`config.mk`:
```
export PLATFORM = sky130hd
export DESIGN_NAME = tohost_monitor
export DESIGN_NICKNAME = d
export VERILOG_FILES = /design/src/rtl/tohost_monitor_pkg.sv /design/src/rtl/tohost_monitor_led_blinker.sv /design/src/rtl/tohost_monitor.sv
export SDC_FILE = /design/constraint.sdc
export NUM_CORES = 1
export LEC_CHECK = 0
export ABC_AREA = 1
export BUFFER_PORTS_ARGS = -buffer_cell sky130_fd_sc_hd__buf_2
export CORE_AREA = 2 2 156 158
export DETAILED_ROUTE_END_ITERATION = 6
export DIE_AREA = 0 0 158 160
export GPL_TIMING_DRIVEN = 0
export PLACE_DENSITY = 0.49
export SYNTH_ARGS = -nofsm -noshare
export SYNTH_HDL_FRONTEND = slang
export SYNTH_SLANG_ARGS = --single-unit
export TNS_END_PERCENT = 10
```
`constraint.sdc`:
```
create_clock -name sysclk -period 3.7 [get_ports sysclk]
set_input_delay 0.555 -clock sysclk [delete_from_list [all_inputs] [get_ports sysclk]]
set_output_delay 0.555 -clock sysclk [all_outputs]
set_load 0.02 [all_outputs]
```
`src/rtl/tohost_monitor_pkg.sv`:
```
// Shared definitions for the tohost monitor: the FSM state encoding, the
// value that signals a pass, the timeout fail code, and a helper that
// clamps a fail code to a pulse count the LED can show.
package tohost_monitor_pkg;

  typedef enum logic [1:0] {
    ST_RUN     = 2'd0,
    ST_PASS    = 2'd1,
    ST_FAIL    = 2'd2,
    ST_TIMEOUT = 2'd3
  } state_e;

  localparam logic [31:0] PASS_VALUE   = 32'd1;
  localparam logic [30:0] TIMEOUT_CODE = 31'h7FFF_FFFF;

  // The LED can show at most 15 pulses; larger fail codes saturate.
  function automatic logic [3:0] clamp_pulses(input logic [30:0] code);
    return (code > 31'd15) ? 4'd15 : code[3:0];
  endfunction

endpackage

```
`src/rtl/tohost_monitor_led_blinker.sv`:
```
// led_blinker: produces the board status LED pattern for the monitor mode.
//   sysclk    : clock, rising edge
//   rst       : asynchronous active-low reset
//   mode      : current monitor state (state_e encoding)
//   pulse_cnt : number of pulses to show in FAIL (0..15)
//   led       : LED output
// RUN: toggle every BLINK_DIV cycles. PASS: on. FAIL: N pulses of
// BLINK_DIV on / BLINK_DIV off, then 4*BLINK_DIV off, repeated.
// TIMEOUT: toggle every BLINK_DIV/4 cycles.
module led_blinker
  import tohost_monitor_pkg::*;
#(
  parameter int BLINK_DIV = 25000000
) (
  input  logic       sysclk,
  input  logic       rst,
  input  logic [1:0] mode,
  input  logic [3:0] pulse_cnt,
  output logic       led
);

  localparam int SLOW_DIV = (BLINK_DIV > 0) ? BLINK_DIV : 1;
  localparam int FAST_DIV = (BLINK_DIV / 4 > 0) ? BLINK_DIV / 4 : 1;
  localparam int CW       = $clog2(SLOW_DIV + 1);

  logic [CW-1:0] cnt_q, cnt_cur, lim;
  logic [5:0]    slot_q, slot_cur, slot_last;
  logic          tgl_q, tgl_cur;
  logic [1:0]    mode_q;
  logic          change;

  // On a mode change the counters restart in the same cycle, so the new
  // pattern begins immediately rather than one cycle late.
  always_comb begin
    change    = (mode != mode_q);
    cnt_cur   = change ? '0 : cnt_q;
    slot_cur  = change ? '0 : slot_q;
    tgl_cur   = change ? 1'b0 : tgl_q;
    lim       = (mode == ST_TIMEOUT) ? CW'(FAST_DIV - 1) : CW'(SLOW_DIV - 1);
    // 2N pulse slots (on/off) plus 4 gap slots; index of the last one.
    slot_last = {1'b0, pulse_cnt, 1'b0} + 6'd3;
    led       = 1'b0;
    case (mode)
      ST_RUN:     led = tgl_cur;
      ST_PASS:    led = 1'b1;
      ST_FAIL:    led = (slot_cur < {1'b0, pulse_cnt, 1'b0}) && !slot_cur[0];
      ST_TIMEOUT: led = tgl_cur;
      default:    led = 1'b0;
    endcase
  end

  always_ff @(posedge sysclk or negedge rst) begin
    if (!rst) begin
      mode_q <= ST_RUN;
      cnt_q  <= '0;
      slot_q <= '0;
      tgl_q  <= 1'b0;
    end else begin
      mode_q <= mode;
      if (cnt_cur == lim) begin
        cnt_q  <= '0;
        tgl_q  <= ~tgl_cur;
        if (mode == ST_FAIL)
          slot_q <= (slot_cur == slot_last) ? 6'd0 : slot_cur + 6'd1;
        else
          slot_q <= '0;
      end else begin
        cnt_q  <= cnt_cur + CW'(1);
        tgl_q  <= tgl_cur;
        slot_q <= slot_cur;
      end
    end
  end

endmodule

```
`src/rtl/tohost_monitor.sv`:
```
// tohost_monitor: passive snooper of the CPU data-memory write bus. It
// watches for a full-word nonzero write to TOHOST_ADDR and latches the
// first test result (pass / fail code) or a timeout.
//   sysclk     : clock, rising edge
//   rst        : asynchronous active-low reset
//   dmem_we    : write strobe         dmem_addr : byte address
//   dmem_be    : byte enables         dmem_wdata: write data
//   done       : result available     pass      : test passed
//   fail_code  : failing test number (all ones on timeout)
//   cycles     : RUN cycles counted up to completion
//   led        : board status LED
module tohost_monitor
  import tohost_monitor_pkg::*;
#(
  parameter int TOHOST_ADDR    = 16384,
  parameter int ADDR_WIDTH     = 32,
  parameter int TIMEOUT_CYCLES = 1000000,
  parameter int BLINK_DIV      = 25000000
) (
  input  logic                  sysclk,
  input  logic                  rst,
  input  logic                  dmem_we,
  input  logic [ADDR_WIDTH-1:0] dmem_addr,
  input  logic [3:0]            dmem_be,
  input  logic [31:0]           dmem_wdata,
  output logic                  done,
  output logic                  pass,
  output logic [30:0]           fail_code,
  output logic [31:0]           cycles,
  output logic                  led
);

  state_e      state_q, state_d;
  logic        done_d, pass_d;
  logic [30:0] fail_code_d;
  logic [31:0] cycles_d;
  logic        hit, tmo;

  // Full-width address compare; partial or zero writes never count.
  assign hit = dmem_we && (dmem_addr == ADDR_WIDTH'(TOHOST_ADDR)) &&
               (dmem_be == 4'hF) && (dmem_wdata != 32'd0);
  assign tmo = (cycles == 32'(TIMEOUT_CYCLES - 1));

  always_comb begin
    state_d     = state_q;
    done_d      = done;
    pass_d      = pass;
    fail_code_d = fail_code;
    cycles_d    = cycles;
    if (state_q == ST_RUN) begin
      // A hit takes priority over a coincident timeout. The leaving edge
      // does not increment, so cycles freezes at the value of the final
      // RUN cycle.
      if (hit) begin
        done_d = 1'b1;
        if (dmem_wdata == PASS_VALUE) begin
          state_d = ST_PASS;
          pass_d  = 1'b1;
        end else begin
          state_d     = ST_FAIL;
          fail_code_d = dmem_wdata[0] ? dmem_wdata[31:1] : 31'd0;
        end
      end else if (tmo) begin
        state_d     = ST_TIMEOUT;
        done_d      = 1'b1;
        fail_code_d = TIMEOUT_CODE;
      end else begin
        cycles_d = cycles + 32'd1;
      end
    end
  end

  always_ff @(posedge sysclk or negedge rst) begin
    if (!rst) begin
      state_q   <= ST_RUN;
      done      <= 1'b0;
      pass      <= 1'b0;
      fail_code <= '0;
      cycles    <= '0;
    end else begin
      state_q   <= state_d;
      done      <= done_d;
      pass      <= pass_d;
      fail_code <= fail_code_d;
      cycles    <= cycles_d;
    end
  end

  led_blinker #(.BLINK_DIV(BLINK_DIV)) u_blink (
    .sysclk    (sysclk),
    .rst       (rst),
    .mode      (state_q),
    .pulse_cnt (clamp_pulses(fail_code)),
    .led       (led)
  );

endmodule
```
# Word level (Yosys, flattened, before mapping)
# Cells that the tools add are included.
[word_totals] regBits=101 elab_cells=62 inputBits=71 output_inout_bits=66
[classes] reduce_logical=13 bitwise=3 add_sub_neg=4 n_lt_le_gt_ge=2 n_eq_ne=11 n_mux=20
[ops] operator="31-bit two-way mux" count=4
[ops] operator="25-bit two-way mux" count=3
[ops] operator="32-bit by 1-bit adder with 32-bit output (second input constant)" count=1
[ops] operator="32-bit by 1-bit equality test with 1-bit output (second input constant)" count=1
[ops] operator="32-bit by 15-bit equality test with 1-bit output (second input constant)" count=1
[ops] operator="32-bit by 20-bit equality test with 1-bit output (second input constant)" count=1
[ops] operator="32-bit nonzero test" count=1
[ops] operator="31-bit by 4-bit greater-than comparator with 1-bit output (second input constant)" count=1
[ops] operator="25-bit by 1-bit adder with 25-bit output (second input constant)" count=1
[ops] operator="25-bit equality test" count=1
[ops] operator="6-bit two-way mux" count=4
[ops] operator="3-bit AND reduction" count=3
[ops] operator="5-bit by 2-bit adder with 6-bit output (second input constant)" count=1
[ops] operator="6-bit by 1-bit adder with 6-bit output (second input constant)" count=1
[ops] operator="6-bit equality test" count=1
[ops] operator="6-bit by 5-bit less-than comparator with 1-bit output" count=1
[ops] operator="2-bit two-way mux" count=3
[ops] operator="2-bit equality test (second input constant)" count=2
[ops] operator="4-bit equality test (second input constant)" count=1
[ops] operator="1-bit logical AND" count=4
[ops] operator="1-bit two-way mux" count=4
[ops] operator="4-bit two-way mux" count=1
[ops] operator="1-bit NOT" count=3
[ops] operator="1-bit one-hot mux with 3 select lines" count=1
[ops] operator="8 further kinds" count=8

# Longest topological paths before layout
[depth] word_depth=7 depth_mapped=18 ltp_nobuf=18

# Hierarchy
# Synthesis repeated with hierarchy kept, for this count alone.
[unflattened] cells_unflattened=1047 area_unflattened_um2=6926.6
[modules_own_cells] mod="tohost_monitor" seq_area_each_um2=1676.6 n_inst=1 cells_each=623 area_each_um2=4196.5
[modules_own_cells] mod="led_blinker" seq_area_each_um2=850.8 n_inst=1 cells_each=424 area_each_um2=2730.1

# Worst setup path before layout
# OpenSTA, ideal clock, no wires.
[synth_path] path_kind="register to output" from="reg fail_code[27]" to="out led" arrival_ns=2.055 slack_ns=1.090 path_buffers=0 path_stages_with_launch=14 t_required_ns=3.145 cell_sequence="dfrtp_1 nor2_1 nand2_1 nor2_1 nand2_1 nor2_1 inv_1 nor2_1 ha_1 a21oi_1 nor2_1 o21ai_0 a21oi_1 o21ai_0"
[synth_between] elab_chain_len=5
[synth_rtl] item="from (decl)" line_no="tohost_monitor.sv:28" text="output logic [30:0] fail_code,"
[synth_rtl] item="from (signal assigned)" line_no="tohost_monitor.sv:84" text="fail_code <= fail_code_d;"
[synth_rtl] item="31-bit by 4-bit greater-than comparator with 1-bit output" line_no="tohost_monitor_pkg.sv:18" text="return (code > 31'd15) ? 4'd15 : code[3:0];"
[synth_rtl] item="4-bit two-way mux" line_no="tohost_monitor_pkg.sv:18"
[synth_rtl] item="6-bit by 5-bit less-than comparator with 1-bit output" line_no="tohost_monitor_led_blinker.sv:46" text="ST_FAIL: led = (slot_cur < {1'b0, pulse_cnt, 1'b0}) && !slot_cur[0];"
[synth_rtl] item="1-bit logical AND" line_no="tohost_monitor_led_blinker.sv:46"
[synth_rtl] item="1-bit one-hot mux with 3 select lines" line_no="tohost_monitor_led_blinker.sv:43" text="case (mode)"
[synth_rtl] item="to (decl)" line_no="tohost_monitor.sv:30" text="output logic led"
# Every way passes these cells.

# Worst setup path in the final report
[layout_path] from="reg state_q[1]" to="out led"
[layout_between] elab_chain_len=5 elab_cells_between_ends=12 classes_between="1 x order compare; 4 x eq/ne; 3 x mux; 4 x reduce/logical"
[layout_rtl] item="from (decl)" line_no="tohost_monitor.sv:33" text="state_e state_q, state_d;"
[layout_rtl] item="from (signal assigned)" line_no="tohost_monitor.sv:81" text="state_q <= state_d;"
[layout_rtl] item="2-bit != test" line_no="tohost_monitor_led_blinker.sv:35" text="change = (mode != mode_q);"
[layout_rtl] item="6-bit two-way mux" line_no="tohost_monitor_led_blinker.sv:37" text="slot_cur = change ? '0 : slot_q;"
[layout_rtl] item="6-bit by 5-bit less-than comparator with 1-bit output / 1-bit zero test (equally long branches)" line_no="tohost_monitor_led_blinker.sv:46"
[layout_rtl] item="1-bit logical AND" line_no="tohost_monitor_led_blinker.sv:46"
[layout_rtl] item="1-bit one-hot mux with 3 select lines *" line_no="tohost_monitor_led_blinker.sv:43"
# Mark *: on every way between the ends. The rest lies on a longest branch, timed or not.

==> metrics.cfg <==
[synthesis]
yosys.area_share.adder_pct = 2.161
async_flop_share_pct = 100.0
yosys.area_share.simple_pct = 35.05
synthDominantCellAreaShare_pct = 36.38
netlist_area_um2 = 6947
avgSynthCellArea_um2 = 6.616
synth_compound_area_share_pct = 8.213
synth_top_family_by_area = simple AND/OR/NAND/NOR gates
synth_mux_area_share_pct = 0
synth_area_leader_cell = dfrtp_1
synth_edf_count = 0
yosysUniqueCellTypes = 38
syn-num-nets = 1133
synth_area_leaders = dfrtp_1 36%, nand2_1 14%, inv_1 11%
ys_ff_latch = 101
synth_xor_area_share_pct = 4.773
yosysWarningCount = 0
synth_seq_area_share_pct = 36.38
ys.flop_type = dfrtp_1
netlist_instances = 1050

[finish]
final_cell_mix = 251 x nand2_1, 209 x inv_1, 142 x buf_2
stdcell_count = 1526
multi_input_area_um2 = 3500
fin_util_pct = 35.17
antennaDiodeCount = 0
mostFrequentLayoutCell = nand2_1
nets = 1281
layout-drive-gt1-share_pct = 16.72
nFillCells = 2699
area_growth_pct = 20.61
final_area_um2 = 8378
seqCellArea_um2 = 2527

[clock_tree]
path_clk_slew_ns = 0.07
cts_buffers = 9
cts_sinks = 101
cts_max_level = 3
clock_latency_ns = 0.36
cts_tree = yes
postCtsHoldBufs = 0
ctsLongestPathBuffers = 2
root_buffer = clkbuf_16
post_cts.repair.setup_buffers = 0

[setup_path]
worstPathMaxFanout = 10
start_kind = flop
crit_arrival_ns = 2.86
max_stage_delay_ns = 0.44
slowest_stage = dfrtp_1
required_ns = 3.14
crit_chain = inv_1, nand2_1, nand2_1, nand2_4, buf_2, nor2_2, ha_1, inv_1, nor2_1, o21ai_0, a21oi_1, o21ai_0, buf_2
crit_path_end_kind = output pin
worst-setup-path-type = reg2out

[pwr]
ir_drop_mv = 0.1943
p_leak_uw = 0.004009
seqPwrFrac_pct = 49.9
p_comb_share_pct = 3.9
intPower_uw = 1676
switching_power_uw = 535.3
clockPowerShare_pct = 46.2
switching_share_pct = 24.21
power.density_nw_per_um2 = 263.9

[routing]
first_pass_iters = 5
wl_mm = 21.57
via_count = 6965
final_antenna_net_count = 0
drt_first_iter_violations = 430
wire_per_inst_um = 14.14
drt_drc_violations_left = 0
via_per_inst = 4.564

[sta]
fin_skew_ns = 0.01306
max_slew_margin_pct = 62.14
hold_viol_final = 0
period_needed_ns = 3.415
finalSetupViolCount = 0
finalWorstSetupSlack_ns = 0.2852
setup_tns_ns = 0
rsz0062_at_grt = false
maxSlewViolCount = 0
tightest_slew_ns = 0.5679
fin_crit_sh_pct = 92.29
timing.fmax_mhz = 292.8

[placed_design]
dp_cells = 1511
dp_hpwl_mm = 16.83
io_buffers = 136
postPlaceCellArea_um2 = 8063
globalplace.congestion = 0.8857
place_ws_ns = 0.4485

[floorplanning]
core-area_um2 = 23820
initial_utilization_pct = 29.16
dieHeight_um = 160
die_area_um2 = 25280
die_w_um = 158
pin_count = 137
placementRows = 57

[global_route]
grt_max_degree = 66
grt_pass1_vias = 6880
antenna_found_initial = 0
grt_util_all_layers_pct = 17.83
grt_pass1_wl_mm = 35.68
grt_overflow_total = 0

[worst_hold_path]
worst_hold_path_type = in2async

[outcome]
outcome = completed

[flow_run]
maxCapViolations = 0

==> state kept, by name, summed over array words and instances, names as in the netlist <==
signal          cells
done                1
pass                1
state_q             2
u_blink.tgl_q       1
u_blink.cnt_q      25
cycles             32
fail_code          31
u_blink.mode_q      2
u_blink.slot_q      6
==> cells by family after synthesis <==
kind of cell               Yosys count
and+or+nand+nor                    550
DFF                                101
AOI/OAI and AO/OA                  110
adders and majority gates           12
xor gates and xnor gates            37
buffers and inverters              240
==> final cells by class <==
class | count | share of cell area [%]
inverters | 216 | 9.677
multi-input cells | 709 | 41.77
clock inverters | 6 | 0.9259
plain buffers | 24 | 1.449
well taps | 324 | 4.839
repair buffers | 137 | 8.483
clock buffers | 9 | 2.688
flip-flops and latches | 101 | 30.17
==> power groups by stage <==
stage	combinational (uW)	clock (uW)	sequential (uW)
finish	86.9	1020	1100
global route	101	1100	1100
CTS	90.0	1060	1100
detailed placement	89.8	0	1120
global placement	85.7	0	1120
floorplan	19.2	0	1130
==> critical path, delay by kind of cell (launching register included) <==
family                   cells  cell delay, ns
buffers and inverters        4            0.67
AND/OR/NAND/NOR              5            0.71
AO/OA/AOI/OAI                3            0.39
flip-flops                   1            0.44
adder cells (fa/ha/maj)      1            0.26
==> metrics by stage <==
| stage | hold WS [ns] | total power, uW |
|---|---|---|
| floorplan | 0.2594 | 1144 |
| global placement | 0.4509 | 1211 |
| detailed placement | 0.4536 | 1215 |
| CTS | 0.1860 | 2252 |
| global route | 0.2030 | 2304 |
| finish | 0.1704 | 2211 |
==> Yosys cell counts, types with 5 or more instances <==
cell type and n:
a21oi_1 5, buf_2 7, clkbuf_1 12, dfrtp_1 101
ha_1 12, inv_1 209, inv_2 6, nand2_1 251
nand3_1 56, nand3b_1 5, nand4_1 40, nor2_1 136
nor2_2 12, nor3_1 25, nor4_1 10, o21ai_0 95
xor2_1 32
==> repair_timing <==
item                                   CTS  global route
resized for setup                        0             4
endpoints found under the hold margin    0             0
setup endpoints to repair                0             1
==> routing by layer <==
layer  wire length (um)  track usage [%]  share of wire, %
met3                907            3.338               4.2
met2              10300            29.51                48
met1              10070            24.00                47
met5                  0                0                 0
met4                290            4.341               1.3
==> final timing paths <==
| kind | from | end | slack (ns) | cells after the start |
|---|---|---|---|---|
| worst min-delay path | rst | u_blink.cnt_q[10] | 0.17 | 1 |
| worst max register to register | state_q[1] | u_blink.cnt_q[4] | 0.56 | 15 |
| max in group asynchronous | rst | cycles[21] | 2.81 | 2 |
| worst min register to register | done | done | 0.47 | 2 |
| worst max-delay path | state_q[1] | led | 0.29 | 13 |
| min in group sysclk | done | done | 0.47 | 2 |
(Power assumes the default switching activity.)
